## config.mk

```make
export PLATFORM = sky130hd
export DESIGN_NAME = sha256_msg_feeder
export DESIGN_NICKNAME = d
export VERILOG_FILES = /design/src/rtl/sha256_msg_feeder.sv
export SDC_FILE = /design/constraint.sdc
export NUM_CORES = 2
export LEC_CHECK = 0
export ABC_CLOCK_PERIOD_IN_PS = 132500
export CORE_AREA = 2 2 506 508
export CTS_CLUSTER_SIZE = 10
export DETAILED_ROUTE_END_ITERATION = 8
export DIE_AREA = 0 0 508 510
export GPL_TIMING_DRIVEN = 0
export PLACE_DENSITY = 0.57
export SLEW_MARGIN = 20
export SYNTH_ARGS = -nofsm -noshare
export SYNTH_HDL_FRONTEND = slang
export SYNTH_SLANG_ARGS = --single-unit
```

## constraint.sdc

```tcl
create_clock -name clk -period 132.5 [get_ports clk]
set_clock_uncertainty 0.1 [all_clocks]
set_input_delay 26.5 -clock clk [delete_from_list [all_inputs] [get_ports clk]]
set_output_delay 26.5 -clock clk [all_outputs]
set_load 0.03 [all_outputs]
```

## src/rtl/sha256_msg_feeder.sv

```systemverilog
// sha256_msg_feeder
//   Byte-stream front end for sha256_compressor. Collects message bytes into
//   512-bit blocks, appends the 0x80 marker, zero fill and 64-bit big-endian
//   bit length, and hands each block to the compressor over a start/done
//   handshake while chaining the intermediate hash between blocks.
//
// Ports
//   clk, rst             clock, asynchronous active-high reset
//   in_valid/in_data/    message byte stream; in_last tags the final byte,
//   in_last/in_ready     a byte moves on in_valid & in_ready
//   comp_start           block request, held until comp_done is sampled
//   comp_message_block   block to compress (stable while comp_start)
//   comp_initial_hash    chaining value for the block (stable while comp_start)
//   comp_hash_out        compressor result, valid with comp_done
//   comp_done            compressor completion (pulse or level)
//   digest/digest_valid  final hash and its one-cycle update strobe
//   busy                 first accepted byte through digest_valid
//
// state | meaning
// ------+-----------------------------------------------------------------
// FILL  | accept message bytes into the block buffer
// PAD   | place 0x80 / zero fill / bit length into the buffer (1 cycle)
// SEND  | load compressor inputs, raise comp_start (waits out a stale done)
// WAIT  | hold comp_start until comp_done, capture the chaining value
// OUT   | publish digest, pulse digest_valid, clear per-message state
module sha256_msg_feeder #(
    parameter logic [255:0] H0 =
        256'h6a09e667bb67ae853c6ef372a54ff53a510e527f9b05688c1f83d9ab5be0cd19
) (
    input  logic         clk,
    input  logic         rst,
    input  logic         in_valid,
    input  logic [7:0]   in_data,
    input  logic         in_last,
    output logic         in_ready,
    output logic         comp_start,
    output logic [511:0] comp_message_block,
    output logic [255:0] comp_initial_hash,
    input  logic [255:0] comp_hash_out,
    input  logic         comp_done,
    output logic [255:0] digest,
    output logic         digest_valid,
    output logic         busy
);

    typedef enum logic [2:0] {
        S_FILL,
        S_PAD,
        S_SEND,
        S_WAIT,
        S_OUT
    } state_t;

    state_t         state;
    logic [511:0]   blk;            // block buffer, byte 0 in bits [511:504]
    logic [6:0]     pos;            // next byte index, reaches 64 on a full block
    logic [63:0]    bitlen;
    logic           pad80_pending;  // 0x80 marker still has to be placed
    logic           len_pending;    // marker placed, length needs an extra block
    logic           blk_final;      // buffered block is the last of the message
    logic           first_blk;      // next block uses H0 as its chaining value
    logic [255:0]   chain;

    logic           accept;
    logic [8:0]     wr_lsb;
    logic [511:0]   pad_blk;
    logic           pad_final;

    assign accept = (state == S_FILL) && in_valid && in_ready;
    assign wr_lsb = 9'd504 - {pos[5:0], 3'b000};

    // Padded view of the buffer. The length field fits in this block when the
    // marker lands at byte 55 or earlier, or when the marker already went out
    // in the previous block (the buffer is then all zeros).
    always_comb begin
        pad_final = !pad80_pending || (pos <= 7'd55);
        pad_blk   = blk;
        for (int i = 0; i < 64; i++) begin
            if (pad80_pending) begin
                if (i == int'(pos)) begin
                    pad_blk[511 - 8*i -: 8] = 8'h80;
                end else if (i > int'(pos)) begin
                    pad_blk[511 - 8*i -: 8] = 8'h00;
                end
            end
        end
        if (pad_final) begin
            pad_blk[63:0] = bitlen;
        end
    end

    always_ff @(posedge clk or posedge rst) begin
        if (rst) begin
            state              <= S_FILL;
            blk                <= '0;
            pos                <= '0;
            bitlen             <= '0;
            pad80_pending      <= 1'b0;
            len_pending        <= 1'b0;
            blk_final          <= 1'b0;
            first_blk          <= 1'b1;
            chain              <= '0;
            in_ready           <= 1'b0;
            comp_start         <= 1'b0;
            comp_message_block <= '0;
            comp_initial_hash  <= '0;
            digest             <= '0;
            digest_valid       <= 1'b0;
            busy               <= 1'b0;
        end else begin
            digest_valid <= 1'b0;
            case (state)
                S_FILL: begin
                    in_ready <= 1'b1;
                    if (accept) begin
                        blk[wr_lsb +: 8] <= in_data;
                        pos              <= pos + 7'd1;
                        bitlen           <= bitlen + 64'd8;
                        busy             <= 1'b1;
                        if (pos == 7'd63) begin
                            // full block; a final byte here defers the marker
                            state         <= S_SEND;
                            in_ready      <= 1'b0;
                            pad80_pending <= in_last;
                            blk_final     <= 1'b0;
                        end else if (in_last) begin
                            state         <= S_PAD;
                            in_ready      <= 1'b0;
                            pad80_pending <= 1'b1;
                        end
                    end
                end

                S_PAD: begin
                    blk           <= pad_blk;
                    pad80_pending <= 1'b0;
                    len_pending   <= !pad_final;
                    blk_final     <= pad_final;
                    state         <= S_SEND;
                end

                S_SEND: begin
                    // a level-style done from the previous block must drop
                    // before the next request goes out
                    if (!comp_done) begin
                        comp_message_block <= blk;
                        comp_initial_hash  <= first_blk ? H0 : chain;
                        comp_start         <= 1'b1;
                        state              <= S_WAIT;
                    end
                end

                S_WAIT: begin
                    if (comp_done) begin
                        chain      <= comp_hash_out;
                        comp_start <= 1'b0;
                        pos        <= '0;
                        first_blk  <= 1'b0;
                        blk        <= '0;
                        if (blk_final) begin
                            state <= S_OUT;
                        end else if (pad80_pending || len_pending) begin
                            state <= S_PAD;
                        end else begin
                            state    <= S_FILL;
                            in_ready <= 1'b1;
                        end
                    end
                end

                S_OUT: begin
                    digest        <= chain;
                    digest_valid  <= 1'b1;
                    busy          <= 1'b0;
                    bitlen        <= '0;
                    pad80_pending <= 1'b0;
                    len_pending   <= 1'b0;
                    blk_final     <= 1'b0;
                    first_blk     <= 1'b1;
                    in_ready      <= 1'b1;
                    state         <= S_FILL;
                end

                default: begin
                    state <= S_FILL;
                end
            endcase
        end
    end

endmodule

```

==> summary.md <==
| Metric | Value |
|---|---|
| Status | `completed` |
| Vias in the first global route | `66990` |
| Global-route wire length before repair | `556.8 mm` |
| Hold Crit Start | `blk[64]$_DFFE_PP0P_` |
| Post-CTS Setup Bufs | `0` |
| DRC Markers | `0` |
| Nets@finish | `9668` |
| Actual slew at the worst max-slew pin | `1282 ps` |
| Critical Path RT | `133150 ps` |
| CP endpoint kind | `register` |
| Starting density of the core | `29.62%` |
| CTS tree | `yes` |
| Routability cong. | `1.060` |
| RR Startpoint | `pos[0]$_DFFE_PP0P_` |
| Initial antenna violation count | `106` |
| Max-slew violations | `0` |
| Most Crowded Layer GR | `met2` |
| Min cycle time layout | `29840 ps` |
| Final ANT Viol Nets | `0` |
| Detail Placement HPWL | `325.7 mm` |
| Syn_nets | `8098` |
| H-tree Lvls | `4` |
| Setup violators final | `0` |
| Tcrit/Tclk final | `22.52%` |
| Met2 Track Usage GR | `just over 50%` |
| DIE AREA | `0.2591 mm2` |
| Cts repair resizes | `0` |
| Fraction of layout cells with a size suffix above 1 | `6.002%` |
| Top-area cell type share of the netlist area | `62.33%` |
| EDFF count, synth | `0` |
| Post-synthesis cell area | `0.07508 mm2` |
| DR pass1 iterations | `6` |
| Core Util, Final | `around 40%` |
| Die Width | `508 um` |
| Cell row count | `185` |
| Top post-synthesis cells by area | `dfrtp_1 62%, nand2_1 19%, a22o_1 2.9%, clkbuf_1 2.0%, a32o_1 1.7%` |
| Number of synthesized register bits | `1871` |
| Max VDD drop | `0.01408 mV` |
| Critical-path maximum fanout | `10` |
| Most common cell in the netlist | `nand2_1` |
| Core area | `0.2535 mm2` |
| Total wire length | `approximately 410 mm` |
| Post-CTS Hold Buffers | `0` |
| Grt total ovfl | `0` |
| Setup WS pre-CTS | `slightly above 100000 ps` |
| DP Area | `0.09385 mm2` |
| Hold depth | `2` |
| Pin count of the biggest net entering global routing | `between 100 and 150` |
| Area Overhead vs Synth | `33.39%` |
| Max_slew headroom | `between 10% and 20%` |
| CP Class | `in2reg` |
| Clock buffer count from CTS | `216` |
| Clock Latency Late Sink | `920 ps` |
| Lkg Pwr | `approximately 48 nW` |
| GR Util met1 | `a little over a third` |
| Post-route worst setup slack | `around 100000 ps` |
| Wire per inst | `about 32 um` |
| Starting DRT DRC Count | `6330` |
| PD cells | `20.29 mW/mm2` |
| Depth of the most critical reg-to-reg path | `13` |
| Port-buffer cells | `1294` |
| Post-synth top area cell | `dfrtp_1` |
| Worst Hold Class | `reg2reg` |
| Die Y | `between 500 and 600 um` |
| Reg2Reg Setup Slack | `about 130000 ps` |
| Synth Warn # | `0` |
| Via count | `about 67000` |
| Via density | `5.218` |
| Clk slew on worst S/H paths | `60 ps` |
| Crit path DAT | `30490 ps` |
| Setup TNS | `0 ps` |
| Avg Cell Area, Syn | `9.597 um2` |
| Ys async rst share | `100.0%` |
| Final hold vios | `0` |
| Max-Cap Viols | `0` |
| Max Freq | `roughly 34 MHz` |
| Clk root buf | `clkbuf_16` |
| Total GRT Usage | `31.09%` |
| Hold endpoint | `comp_message_block[64]$_DFFE_PP0P_` |
| Yosys cell types | `99` |
| Critical Path Start Type | `input pin` |
| Mapped Cells | `slightly below 8000` |
| Bufs on Longest Clock Path | `3` |
| Number of I/O pins | `1297` |
| Synth top cells by count | `3742 x nand2_1, 1870 x dfrtp_1, 399 x clkbuf_1` |
| RSZ-0062 raised after global routing | `no` |
| Main synth FF type | `dfrtp_1` |
| Final Cell Area | `0.1001 mm2` |
| Grt met3 use | `8.810%` |
| Post-synthesis sequential area ratio | `62.36%` |
| Reg-to-Reg End | `blk[438]$_DFFE_PP0P_` |
| CTS sink cnt | `between 1500 and 2000` |
registers in the layout (all words and copies together) (netlist names), 3 cells and up:
signal and flops:
blk 512, comp_initial_hash 256, chain 256, pos 7, digest 256, bitlen 61, comp_message_block 512, state 3
worst max path at each step:
stage	from	end	slack, ps	cells after the start
2_1_floorplan	rst	bitlen[10]$_DFFE_PP0P_	53070	1
6_report	in_valid	blk[151]$_DFFE_PP0P_	102660	7
3_3_place_gp	rst	comp_message_block[149]$_DFFE_PP0P_	32120	2
4_1_cts	in_valid	blk[151]$_DFFE_PP0P_	102570	7
3_5_place_dp	in_valid	blk[151]$_DFFE_PP0P_	101620	7
5_1_grt	rst	comp_message_block[161]$_DFFE_PP0P_	102300	9
area by class of cell:
type,count,area (um2)
inverters,26,105.1
plain buffers,471,1916
well taps,3366,4212
clock buffers,262,5720
clock inverters,27,451.7
fillers,25090,153300
multi-input cells,5455,26540
diodes,41,102.6
flip-flops and latches,1871,46820
repair buffers,1352,14280
worst max-delay path, stage by stage:
cell	delay [ps]
clkdlybuf4s50_1	590
nand2_1	250
a2bb2oi_1	250
nor2_2	610
clkbuf_1	930
nand3_1	790
mux2_1	530
power by group:
group / switching, mW / leakage [nW] / internal [mW]
Sequential: 0.0834 / 25.2 / 0.671
Clock: 0.246 / 2.99 / 0.305
Combinational: 0.527 / 20.1 / 0.199
layout by cell type (no fill, tap or decap), types with 33 or more instances in the layout:
master,n
a22o_1,248
o2bb2ai_1,34
buf_16,41
buf_2,42
mux2_2,57
clkbuf_2,43
o21ai_0,224
nand3_1,94
clkbuf_1,391
o21ai_1,44
a21oi_1,53
clkdlybuf4s50_1,1294
nand3b_1,124
diode_2,41
dfrtp_1,1870
nor2_1,148
nand2_1,3742
nor3_1,48
xnor2_1,36
a32o_1,128
o22ai_1,33
clkbuf_16,218
cell families (layout without fill, tap and decap cells):
group                      Yosys count  count (layout)  share of synthesized area [%]
DFF                               1871            1871                          62.36
muxes                               91              91                          1.367
xor gates and xnor gates            52              52                         0.6416
AOI/OAI and AO/OA                  931             931                          9.326
and+or+nand+nor                   4375            4375                          23.60
buffers and inverters              497            2138                          2.606
adders and majority gates            6               6                        0.09999
other                                0              41                              0
per-stage QoR:
step	std cells	power, mW	hold WS [ps]
2_1_floorplan	7823	1.079	333.1
3_3_place_gp	12480	1.459	350.7
3_5_place_dp	12540	1.480	352.7
4_1_cts	12830	2.035	310.8
5_1_grt	12840	2.105	355.9
6_report	12870	2.032	318.5
layer usage:
layer,share of wire (%),routed length [um]
met1,37,151200
met2,47,191800
met3,8.4,34510
met4,8.2,33750
met5,0.16,650
Note: power is estimated with default switching activity, not from simulation.
